$ cat config.mk
export PLATFORM = sky130hd
export DESIGN_NAME = acc_requant_stream
export DESIGN_NICKNAME = d
export VERILOG_FILES = /design/src/rtl/acc_requant_stream.sv
export SDC_FILE = /design/constraint.sdc
export NUM_CORES = 1
export LEC_CHECK = 0
export CORE_MARGIN = 8
export CORE_UTILIZATION = 42
export DETAILED_ROUTE_END_ITERATION = 6
export SYNTH_ARGS = -nofsm -noshare
export SYNTH_HDL_FRONTEND = slang
export SYNTH_SLANG_ARGS = --single-unit
export TNS_END_PERCENT = 1
$ cat constraint.sdc
create_clock -name clk -period 9.63 [get_ports clk]
set_input_delay 2.889 -clock clk [delete_from_list [all_inputs] [get_ports clk]]
set_output_delay 2.889 -clock clk [all_outputs]
set_load 0.1 [all_outputs]
$ cat src/rtl/acc_requant_stream.sv
// acc_requant_stream
//   Readout stage for the systolic FP4xINT8 array. Takes the serial stream of
//   signed accumulator results and requantizes each one to signed INT8:
//   arithmetic right shift, optional round-half-up, optional ReLU, saturation.
//   One frame is one matrix tile of N_VALUES results, armed by a start pulse.
//   Saturation events are counted per frame (sticky at 255).
//
// Ports
//   clk, reset          clock, synchronous active-high reset
//   start               one-cycle pulse: latch cfg_*, clear counters, arm frame
//   cfg_shift           right-shift amount (0..ACC_W-1)
//   cfg_round           add 2^(shift-1) before shifting
//   cfg_relu            clamp negative results to zero
//   in_valid/in_ready   input stream handshake, in_data = accumulator value
//   out_valid/out_ready output stream handshake, out_data = INT8 result
//   out_last            marks the final byte of the frame
//   busy                frame in progress
//   done                one-cycle pulse after the final output handshake
//   sat_count           saturation events of the current/last frame
module acc_requant_stream #(
    parameter int ACC_W    = 24,
    parameter int N_VALUES = 32,
    parameter int SHIFT_W  = 5
) (
    input  logic               clk,
    input  logic               reset,
    input  logic               start,
    input  logic [SHIFT_W-1:0] cfg_shift,
    input  logic               cfg_round,
    input  logic               cfg_relu,
    input  logic               in_valid,
    output logic               in_ready,
    input  logic [ACC_W-1:0]   in_data,
    output logic               out_valid,
    input  logic               out_ready,
    output logic [7:0]         out_data,
    output logic               out_last,
    output logic               busy,
    output logic               done,
    output logic [7:0]         sat_count
);

    localparam int CNT_W = $clog2(N_VALUES + 1);

    localparam logic signed [ACC_W:0] MAX_I8 = 127;
    localparam logic signed [ACC_W:0] MIN_I8 = -128;

    typedef enum logic {
        IDLE,
        RUN
    } state_t;

    state_t             state;
    logic [SHIFT_W-1:0] shift_q;
    logic               round_q;
    logic               relu_q;
    logic [CNT_W-1:0]   in_count;
    logic [CNT_W-1:0]   out_count;

    logic                    vld_p1;
    logic signed [ACC_W:0]   data_p1;

    logic adv_p1;
    logic adv_p2;
    logic in_fire;
    logic out_fire;
    logic [8:0] req_p1;

    // Sign-extend by one bit so the rounding bias can never overflow, then
    // add the half-LSB bias (if enabled) and shift arithmetically.
    function automatic logic signed [ACC_W:0] shift_round(
        input logic [ACC_W-1:0]   v,
        input logic [SHIFT_W-1:0] sh,
        input logic               rnd
    );
        logic signed [ACC_W:0] ext;
        logic signed [ACC_W:0] bias;
        ext  = {v[ACC_W-1], v};
        bias = '0;
        if (rnd && sh != '0) begin
            bias[sh - SHIFT_W'(1)] = 1'b1;
        end
        shift_round = (ext + bias) >>> sh;
    endfunction

    // Returns {clamped, byte}. ReLU is applied first so that zeroing a
    // negative value never registers as a saturation event.
    function automatic logic [8:0] relu_sat(
        input logic signed [ACC_W:0] v,
        input logic                  relu
    );
        logic signed [ACC_W:0] r;
        r = (relu && v < 0) ? '0 : v;
        if (r > MAX_I8) begin
            relu_sat = {1'b1, 8'h7F};
        end else if (r < MIN_I8) begin
            relu_sat = {1'b1, 8'h80};
        end else begin
            relu_sat = {1'b0, r[7:0]};
        end
    endfunction

    // A stage may load when it is empty or its contents are leaving.
    assign adv_p2   = !out_valid || out_ready;
    assign adv_p1   = !vld_p1 || adv_p2;
    assign in_ready = (state == RUN) && (in_count < CNT_W'(N_VALUES)) && adv_p1;
    assign in_fire  = in_valid && in_ready;
    assign out_fire = out_valid && out_ready;
    assign out_last = out_valid && (out_count == CNT_W'(N_VALUES - 1));
    assign busy     = (state == RUN);
    assign req_p1   = relu_sat(data_p1, relu_q);

    // ---- stage p1: shift / round ----
    always_ff @(posedge clk) begin
        if (adv_p1 && in_fire) begin
            data_p1 <= shift_round(in_data, shift_q, round_q);
        end
    end

    // ---- control, stage p2 output register, counters ----
    always_ff @(posedge clk) begin
        if (reset) begin
            state     <= IDLE;
            shift_q   <= '0;
            round_q   <= 1'b0;
            relu_q    <= 1'b0;
            in_count  <= '0;
            out_count <= '0;
            sat_count <= '0;
            done      <= 1'b0;
            vld_p1    <= 1'b0;
            out_valid <= 1'b0;
            out_data  <= '0;
        end else begin
            done <= 1'b0;
            case (state)
                IDLE: begin
                    if (start) begin
                        shift_q   <= cfg_shift;
                        round_q   <= cfg_round;
                        relu_q    <= cfg_relu;
                        in_count  <= '0;
                        out_count <= '0;
                        sat_count <= '0;
                        state     <= RUN;
                    end
                end
                RUN: begin
                    if (in_fire) begin
                        in_count <= in_count + CNT_W'(1);
                    end
                    if (out_fire) begin
                        out_count <= out_count + CNT_W'(1);
                        if (out_last) begin
                            state <= IDLE;
                            done  <= 1'b1;
                        end
                    end
                end
                default: state <= IDLE;
            endcase

            if (adv_p1) begin
                vld_p1 <= in_fire;
            end

            if (adv_p2) begin
                out_valid <= vld_p1;
                if (vld_p1) begin
                    out_data <= req_p1[7:0];
                    if (req_p1[8] && sat_count != 8'hFF) begin
                        sat_count <= sat_count + 8'd1;
                    end
                end
            end
        end
    end

endmodule

# ---- After elaboration in Yosys (flattened, before gate mapping)
# Cells that the tools add are included.
dict set report word_totals {
  input_bits 36
  reg_bits 64
  output_inout_bits 21
}
dict set report op_classes {
  n_addsub 5
  mux 22
  n_reduce_logical 20
  magnitude_cmp 6
  n_eq_ne 5
  n_bitwise 2
  shift 1
}
# op count
set ops {}
lappend ops {{$mux 25} 3}
lappend ops {{$mux 8} 5}
lappend ops {{$add 24x25->25} 1}
lappend ops {{$gt 25x8->1 const B} 1}
lappend ops {{$lt 25x1->1 const B} 1}
lappend ops {{$lt 25x8->1 const B} 1}
lappend ops {{$sshr 25x5->25} 1}
lappend ops {{$pmux 6 s2} 2}
lappend ops {{$mux 6} 3}
lappend ops {{$mux 9} 2}
lappend ops {{$add 6x1->6 const B} 2}
lappend ops {{$logic_and 1x1->1} 10}
lappend ops {{$add 8x1->8 const B} 1}
lappend ops {{$ne 8x8->1 const B} 1}
lappend ops {{$reduce_and 2->1} 4}
lappend ops {{$eq 6x5->1 const B} 1}
lappend ops {{$lt 5x6->1 const B} 1}
lappend ops {{$lt 6x6->1 const B} 1}
lappend ops {{$demux 1 s5} 1}
lappend ops {{$ge 5x1->1 const B} 1}
lappend ops {{$mux 1} 5}
lappend ops {{$reduce_bool 5->1} 1}
lappend ops {{$sub 5x1->5 const B} 1}
lappend ops {{$ne 2x1->1 const B} 2}
lappend ops {{other kinds (6)} 9}

# ---- Logic depth before layout (Yosys ltp)
# Gate-level depths: netlist of the first run.
dict set report logic_depth {
  depth_word 10
  mapped_depth 18
}

# ---- Worst setup path before layout of the first run
# No wires, ideal clock.
dict set report synth_path {
  kind {input port to output port}
  startpoint {in out_ready}
  endpoint {out in_ready}
  cell_stages 3
  path_slack_ps 2925
  required_ps 6741
  n_path_buf 0
  arrival_time_ps 3816
  path_cell_list {nor2b_1 > nand2_1 > and3b_1}
}
dict set report synth_between {
  elab_chain_len 3
}
# element line
set synth_rtl {}
lappend synth_rtl {{from (decl)} 35} ;# input logic out_ready,
lappend synth_rtl {{$logic_or 1x1->1} 104} ;# assign adv_p2 = !out_valid || out_ready;
lappend synth_rtl {{$logic_or 1x1->1} 105} ;# assign adv_p1 = !vld_p1 || adv_p2;
lappend synth_rtl {{$logic_and 1x1->1} 106} ;# assign in_ready = (state == RUN) && (in_count < CNT_W'(N_VALUES)) && adv_p1;
lappend synth_rtl {{to (decl)} 32} ;# output logic in_ready,
# Every way passes these cells.

# ---- Worst setup path in the final report of the first run
# Same ends and word-level chain as after synthesis.

==> parameters.txt, run 1 <==
Parameter                              Value

Detailed routing
  Total length of routed wires ... ~18,000 µm
  Average wire per standard cell ... roughly 19 µm
  Via count ... about 6,000
  Detailed-routing iteration count for the pre-antenna-repair pass ... 7
  Antenna violation net count after detailed routing ... 0
  Initial detailed-routing violation count ... slightly below 600
  Average vias per placed instance ... ~6.3
  DRC violations left ... 0

Synthesis
  Synthesized net count ... 808
  Post-synthesis register bit count ... 64
  Flip-flop cell with the highest count after synthesis ... dfxtp_1
  Most used standard cell by instance count after synthesis ... nor2_1
  Number of enable flip-flop cells after synthesis ... 25
  Fraction of synthesized cell area taken by the top area cell type ... 0.135
  Area of the mapped netlist ... a little under 6000 µm²
  Share of flip-flops with an asynchronous set or reset after synthesis ... 0
  Cell taking the most area after synthesis ... dfxtp_1
  Total number of yosys warnings ... 0
  Number of distinct library cells after synthesis ... 73
  Syn avg cell area ... 7.75 µm²
  Sequential-to-total area share from yosys stat ... 0.266
  Synth area leaders ... dfxtp_1 (14%), edfxtp_1 (13%), a21oi_1 (6.2%)
  Post-synthesis cell count ... 744
  Top cells by count, synth ... nor2_1 (88), nand2_1 (77), a21oi_1 (71)

Critical path
  Data required time of the critical path ... between 6000 and 7000 ps
  Arr. time, crit path ... 4910 ps
  Critical path startpoint category ... input port
  Cell-by-cell trace of the critical path ... clkdlybuf4s50_1, nor2b_1, nand2_1, and3b_1, clkdlybuf4s50_1
  Type of the worst setup path ... in -> out
  Worst path max stage delay ... between 1000 and 1500 ps
  Cell type with the highest occurrence count on the critical path ... clkdlybuf4s50_1
  Highest-delay cell along the critical path ... clkdlybuf4s50_1
  Sum of buffers and inverters on the critical path ... 2
  Critical path's top delay family ... buffers and inverters
  Type of element capturing the critical path ... output pin
  Max FO, Critical Path ... 4

Floorplanning
  Area of the core ... around 14,000 µm²
  Area of the die ... ~18,000 µm²
  Vert. Die Dim ... around 130 µm
  Cell Rows ... 43
  Number of top-level pins ... 57
  Die outline width ... roughly 130 µm
  Initial Utilization ... 0.422

Placement
  Post-DP HPWL ... about 13,000 µm
  Cells after DPL ... between 900 and 1,000
  Dpl cell area ... 6430 µm²
  Port Buf Inserts ... 56
  Placer congestion estimate ... between 0.9 and 1

Final layout
  Area of all placed cells without fillers ... 6720 µm²
  Final instance count without filler cells ... about 960
  Diode insertion count for antenna repair ... 0
  Core utilization of the finished layout ... 0.492
  Total Nets Final ... roughly 840
  Fraction of layout instances using a drive strength above 1 ... 0.0656
  Area growth from synthesis to final layout ... 16.6%

CTS
  Count of H-tree levels built during CTS ... 3
  CTS Hold Bufs ... 0
  Number of sinks driven by the clock tree ... 64
  Maximum buffer depth of the clock tree ... 2
  CTS Buf Count ... 9
  Gates resized, CTS repair ... 0
  Clock slew seen by the registers of the worst setup and hold paths ... about 50 ps
  TritonCTS clock tree ... built
  Clock latency on the worst-skew pair ... between 300 and 400 ps
  Postcts setup bufs ... 0
  CTS Root Buffer Type ... clkbuf_16

Power
  Pleak ... roughly 0.0025 µW
  Peak ir drop on the vdd network ... between 0.07 and 0.08 mV
  Power density over the cells ... 125 nW/µm²

Status
  Result of the run ... complete, no violations

GRT
  First-pass GRT wire length ... around 29,000 µm
  Pin count of the biggest net entering global routing ... between 40 and 50
  Total GRT Usage ... 0.197
  Vias in the first global route ... 5,716
  Overflow left after global routing ... 0
  Antenna violations before repair ... 0

Timing
  Smallest hold slack ... around 480 ps
  Final Cycle Share ... 0.809
  Unrepaired setup endpoints after global routing ... no
  Fmax ... around 130 MHz
  Measured slew at the worst slew-check pin ... roughly 1000 ps
  Final-report setup violation count ... 0
  Clock tree skew after final layout ... between 9 and 10 ps
  Total Negative Setup Slacks ... 0 ps
  Final critical-path required period ... 7800 ps
  Hold Vio Cnt, Final ... 0
  Worst slew margin relative to its limit ... 0.304
  Final max-slew violation count ... 0

Hold path
  Hold crit path type ... reg -> reg

Flow run
  Max-capacitance violation count ... 0
final cells by class:
| class | count | area, µm² |
|---|---|---|
| inverter | 11 | 41.3 |
| multi-input combinational | 623 | 4020 |
| sequential | 64 | 1530 |
| tap | 180 | 225 |
| fill | 1342 | 6950 |
| clock inverter | 3 | 41.3 |
| clock buffer | 13 | 250 |
| timing repair buffer | 63 | 613 |
kinds of logic (layout without fill, tap and decap cells):
logic type | count (synthesis) | after routing | share of synthesized area
AND/OR/NAND/NOR | 292 | 292 | 0.238
AO/OA/AOI/OAI | 240 | 240 | 0.277
flip-flops | 64 | 64 | 0.266
buffers and inverters | 57 | 90 | 0.0376
multiplexers | 36 | 36 | 0.0784
adder cells (fa/ha/maj) | 28 | 28 | 0.0621
XOR/XNOR | 27 | 27 | 0.0410
placed cells by master, fill, tap and decap left out, types with 4 or more instances in the layout:
cell type / n
a211oi_1: 17
a21o_1: 10
a21oi_1: 71
a221oi_1: 4
a22oi_1: 5
a31oi_1: 7
and2_1: 5
and3_1: 10
and4_1: 4
buf_4: 7
clkbuf_16: 9
clkdlybuf4s50_1: 56
dfxtp_1: 39
edfxtp_1: 25
ha_1: 27
inv_1: 9
mux2_2: 13
mux2i_1: 17
mux4_2: 6
nand2_1: 77
nand2b_1: 10
nand3_1: 24
nand4_1: 11
nor2_1: 88
nor2b_1: 8
nor3_1: 28
nor4_1: 11
o211ai_1: 8
o21a_1: 5
o21ai_0: 41
o221ai_1: 9
o22a_1: 6
o22ai_1: 9
o31ai_1: 4
xnor2_1: 14
xor2_1: 13
registers in the layout (all words and copies together), names as in the netlist, 5 cells and up:
signal and count:
data_p1 25, in_count 6, out_count 6, out_data 8, sat_count 8, shift_q 5
metrics by stage:
step | power (µW) | setup slack [ps]
2_1_floorplan | 455 | 2930
3_3_place_gp | 517 | 1870
3_5_place_dp | 519 | 1830
4_1_cts | 845 | 1830
5_1_grt | 876 | 1780
6_report | 840 | 1830
worst paths after layout:
path	from	endpoint	slack (ps)	depth (start not counted)
hold reg to reg	out_data[7]	out_data[7]	480	2
setup reg to reg	shift_q[2]	data_p1[18]	4120	15
setup / recovery	out_ready	in_ready	1830	5
hold / removal	out_data[7]	out_data[7]	480	2
power breakdown:
group / switching, µW / leakage [µW] / internal [µW] / total (µW)
clock network: 114 / 0.000144 / 207 / 321
logic: 134 / 0.00184 / 79.5 / 214
registers: 6.78 / 0.000547 / 298 / 305
per-layer routing:
layer	share of wire	track usage	vias to the layer above	wire length [µm]
met3	0.045	0.0237	40	804
met1	0.45	0.250	2881	8070
met2	0.48	0.329	217	8600
li1	-	-	2874	-
met5	0	0	-	0
met4	0.030	0.0861	0	534
worst min-delay path, stage by stage (launching register included):
cell and delay, ps:
dfxtp_1 300, nand2b_1 60, a21oi_1 60
Note: power is estimated with default switching activity, not from simulation.
==> run 2, diff against run 1 <==
Clock period 9.63 ns to 6.6 ns, I/O delays scaled along.
==> run 2 against run 1 <==
- highest routed layer unchanged
- critical endpoint is now data_p1[1]
- power rose by 40%
- sequential power increased by 47%
- worst hold slack better by 7.0 ps
- critical path type is now in -> reg
==> parameters.txt, run 2 (synthesis gave the netlist of run 1 again) <==
Parameter                              Value

Timing
  Fmax ... ~170 MHz
  Hold Vio Cnt, Final ... 0
  Final-report setup violation count ... 0
  Clock tree skew after final layout ... 10.4 ps
  Total Negative Setup Slacks ... 0 ps
  Measured slew at the worst slew-check pin ... 990 ps
  Worst slew margin relative to its limit ... 0.338
  Crit path setup slack, layout ... around 670 ps
  Final max-slew violation count ... 0
  Final critical-path required period ... ~5900 ps
  Unrepaired setup endpoints after global routing ... no
  Final Cycle Share ... 0.899

Detailed routing
  Average wire per standard cell ... around 19 µm
  Initial detailed-routing violation count ... 520
  Via count ... ~6,100
  DRC violations left ... 0
  Antenna violation net count after detailed routing ... 0
  Average vias per placed instance ... between 6 and 7
  Detailed-routing iteration count for the pre-antenna-repair pass ... 5
  Total length of routed wires ... about 18,000 µm

Critical path
  Cell type with the highest occurrence count on the critical path ... a211oi_1
  Critical path startpoint category ... input port
  Highest-delay cell along the critical path ... a22oi_1
  Data required time of the critical path ... approximately 6600 ps
  Startpoint of the worst register-to-register path ... shift_q[2]
  CP startpoint ... in_data[0]
  Endpoint of the worst setup timing path ... data_p1[1]
  Worst path max stage delay ... ~550 ps
  Cell-by-cell trace of the critical path ... clkdlybuf4s50_1, ha_1, fa_1, a211oi_1, o21ai_0, a22oi_1, nor2b_1, xnor2_1, mux4_2, mux2_2, a211oi_1, a311oi_1
  Max FO, Critical Path ... 4
  Type of element capturing the critical path ... register
  End of the worst register-to-register path ... data_p1[8]
  Type of the worst setup path ... in -> reg
  Arr. time, crit path ... around 6000 ps
  Logic depth of the worst register-to-register path ... 14
  Slack of the worst reg-to-reg path ... 1170 ps

Final layout
  Register bank with the most flops ... data_p1
  Most used cells in the layout excluding fill and tap cells ... nor2_1 (88), nand2_1 (77), a21oi_1 (71), clkdlybuf4s50_1 (55), o21ai_0 (41)
  Total Nets Final ... around 840
  Fraction of layout instances using a drive strength above 1 ... 0.0730
  Largest register FFs ... 25
  Area growth from synthesis to final layout ... 16.6%
  Final instance count without filler cells ... between 900 and 1,000
  Top Registers ... data_p1 (25), out_data (8), sat_count (8)
  Area of all placed cells without fillers ... about 6700 µm²
  Diode insertion count for antenna repair ... 0
  Most common cell after layout, fill and taps aside ... nor2_1

Hold path
  Hold crit path type ... reg -> reg
  Hold Path Stages ... 2

Placement
  Cells after DPL ... approximately 950
  Placer congestion estimate ... between 0.9 and 1
  Port Buf Inserts ... 56
  Dpl cell area ... 6460 µm²
  Post-DP HPWL ... between 10,000 and 15,000 µm
  Pre-CTS setup slack ... between 500 and 600 ps

CTS
  Gates resized, CTS repair ... 0
  CTS Hold Bufs ... 0
  Clock latency on the worst-skew pair ... around 320 ps
  Count of H-tree levels built during CTS ... 3
  Clock slew seen by the registers of the worst setup and hold paths ... around 60 ps
  CTS Buf Count ... 9
  Number of sinks driven by the clock tree ... 64
  TritonCTS clock tree ... built
  CTS Root Buffer Type ... clkbuf_16
  Maximum buffer depth of the clock tree ... 2
  Postcts setup bufs ... 0

GRT
  Overflow left after global routing ... 0
  Antenna violations before repair ... 0
  First-pass GRT wire length ... 29,300 µm
  Pin count of the biggest net entering global routing ... 40
  Vias in the first global route ... between 5,000 and 6,000
  Total GRT Usage ... 0.196

Floorplanning
  Area of the core ... about 14,000 µm²
  Area of the die ... about 18,000 µm²
  Vert. Die Dim ... approximately 130 µm
  Cell Rows ... 43
  Die outline width ... 133 µm
  Number of top-level pins ... 57
  Initial Utilization ... 0.422

Power
  Pleak ... about 0.0025 µW
  Peak ir drop on the vdd network ... 0.128 mV
  Power density over the cells ... around 170 nW/µm²

Flow run
  Max-capacitance violation count ... 0

Status
  Result of the run ... complete, no violations
## run 2: changes by cell type in the layout (fill, tap and decap cells not counted), sizes merged
cell,before,now
clkbuf,13,11
inv,12,11
clkinv,1,4
clkdlybuf4s50,56,55
bufinv,1,0
buf,7,13
## run 2: area by class of cell
cell class                 instances  area [µm²]
clock inverter                     4        23.8
tap                              180         225
multi-input combinational        623        4020
timing repair buffer              68         648
fill                            1348        6950
clock buffer                      11         233
inverter                          11        41.3
sequential                        64        1530
## run 2: per-stage QoR
| step | hold slack, ps | utilization | power, µW |
|---|---|---|---|
| floorplan | 445 | - | 664 |
| global placement | 469 | 0.473 | 758 |
| global route | 506 | 0.492 | 1230 |
| finish | 485 | 0.492 | 1170 |
| CTS | 488 | 0.492 | 1170 |
| detailed placement | 478 | 0.473 | 760 |
## run 2: critical path: cells and delay by family
family                     cells  cell delay (ps)
AOI/OAI and AO/OA              5             1610
xor gates and xnor gates       1              190
adders and majority gates      2              690
buffers and inverters          1              410
muxes                          2              790
and+or+nand+nor                1              310
## run 2: per-layer routing
| metal | up-vias | global-route usage | part of all wire |
|---|---|---|---|
| li1 | 2877 | - | - |
| met4 | 0 | 0.0911 | 0.032 |
| met5 | - | 0 | 0 |
| met2 | 258 | 0.323 | 0.47 |
| met1 | 2888 | 0.251 | 0.44 |
| met3 | 41 | 0.0233 | 0.059 |
## run 2: power by group
| part | internal (µW) | switching [µW] | leakage, µW |
|---|---|---|---|
| sequential | 435 | 12.8 | 0.000547 |
| combinational | 118 | 194 | 0.00186 |
| clock | 251 | 162 | 0.000129 |
| total | 803 | 369 | 0.00254 |
## run 2: how the worst min path moves through the flow
stage / from / end / slack, ps
detailed placement: out_data[6] / out_data[6] / 480
floorplan: relu_q / relu_q / 440
global route: out_count[1] / out_count[1] / 510
finish: out_data[6] / out_data[6] / 490
global placement: vld_p1 / vld_p1 / 470
CTS: out_data[5] / out_data[5] / 490
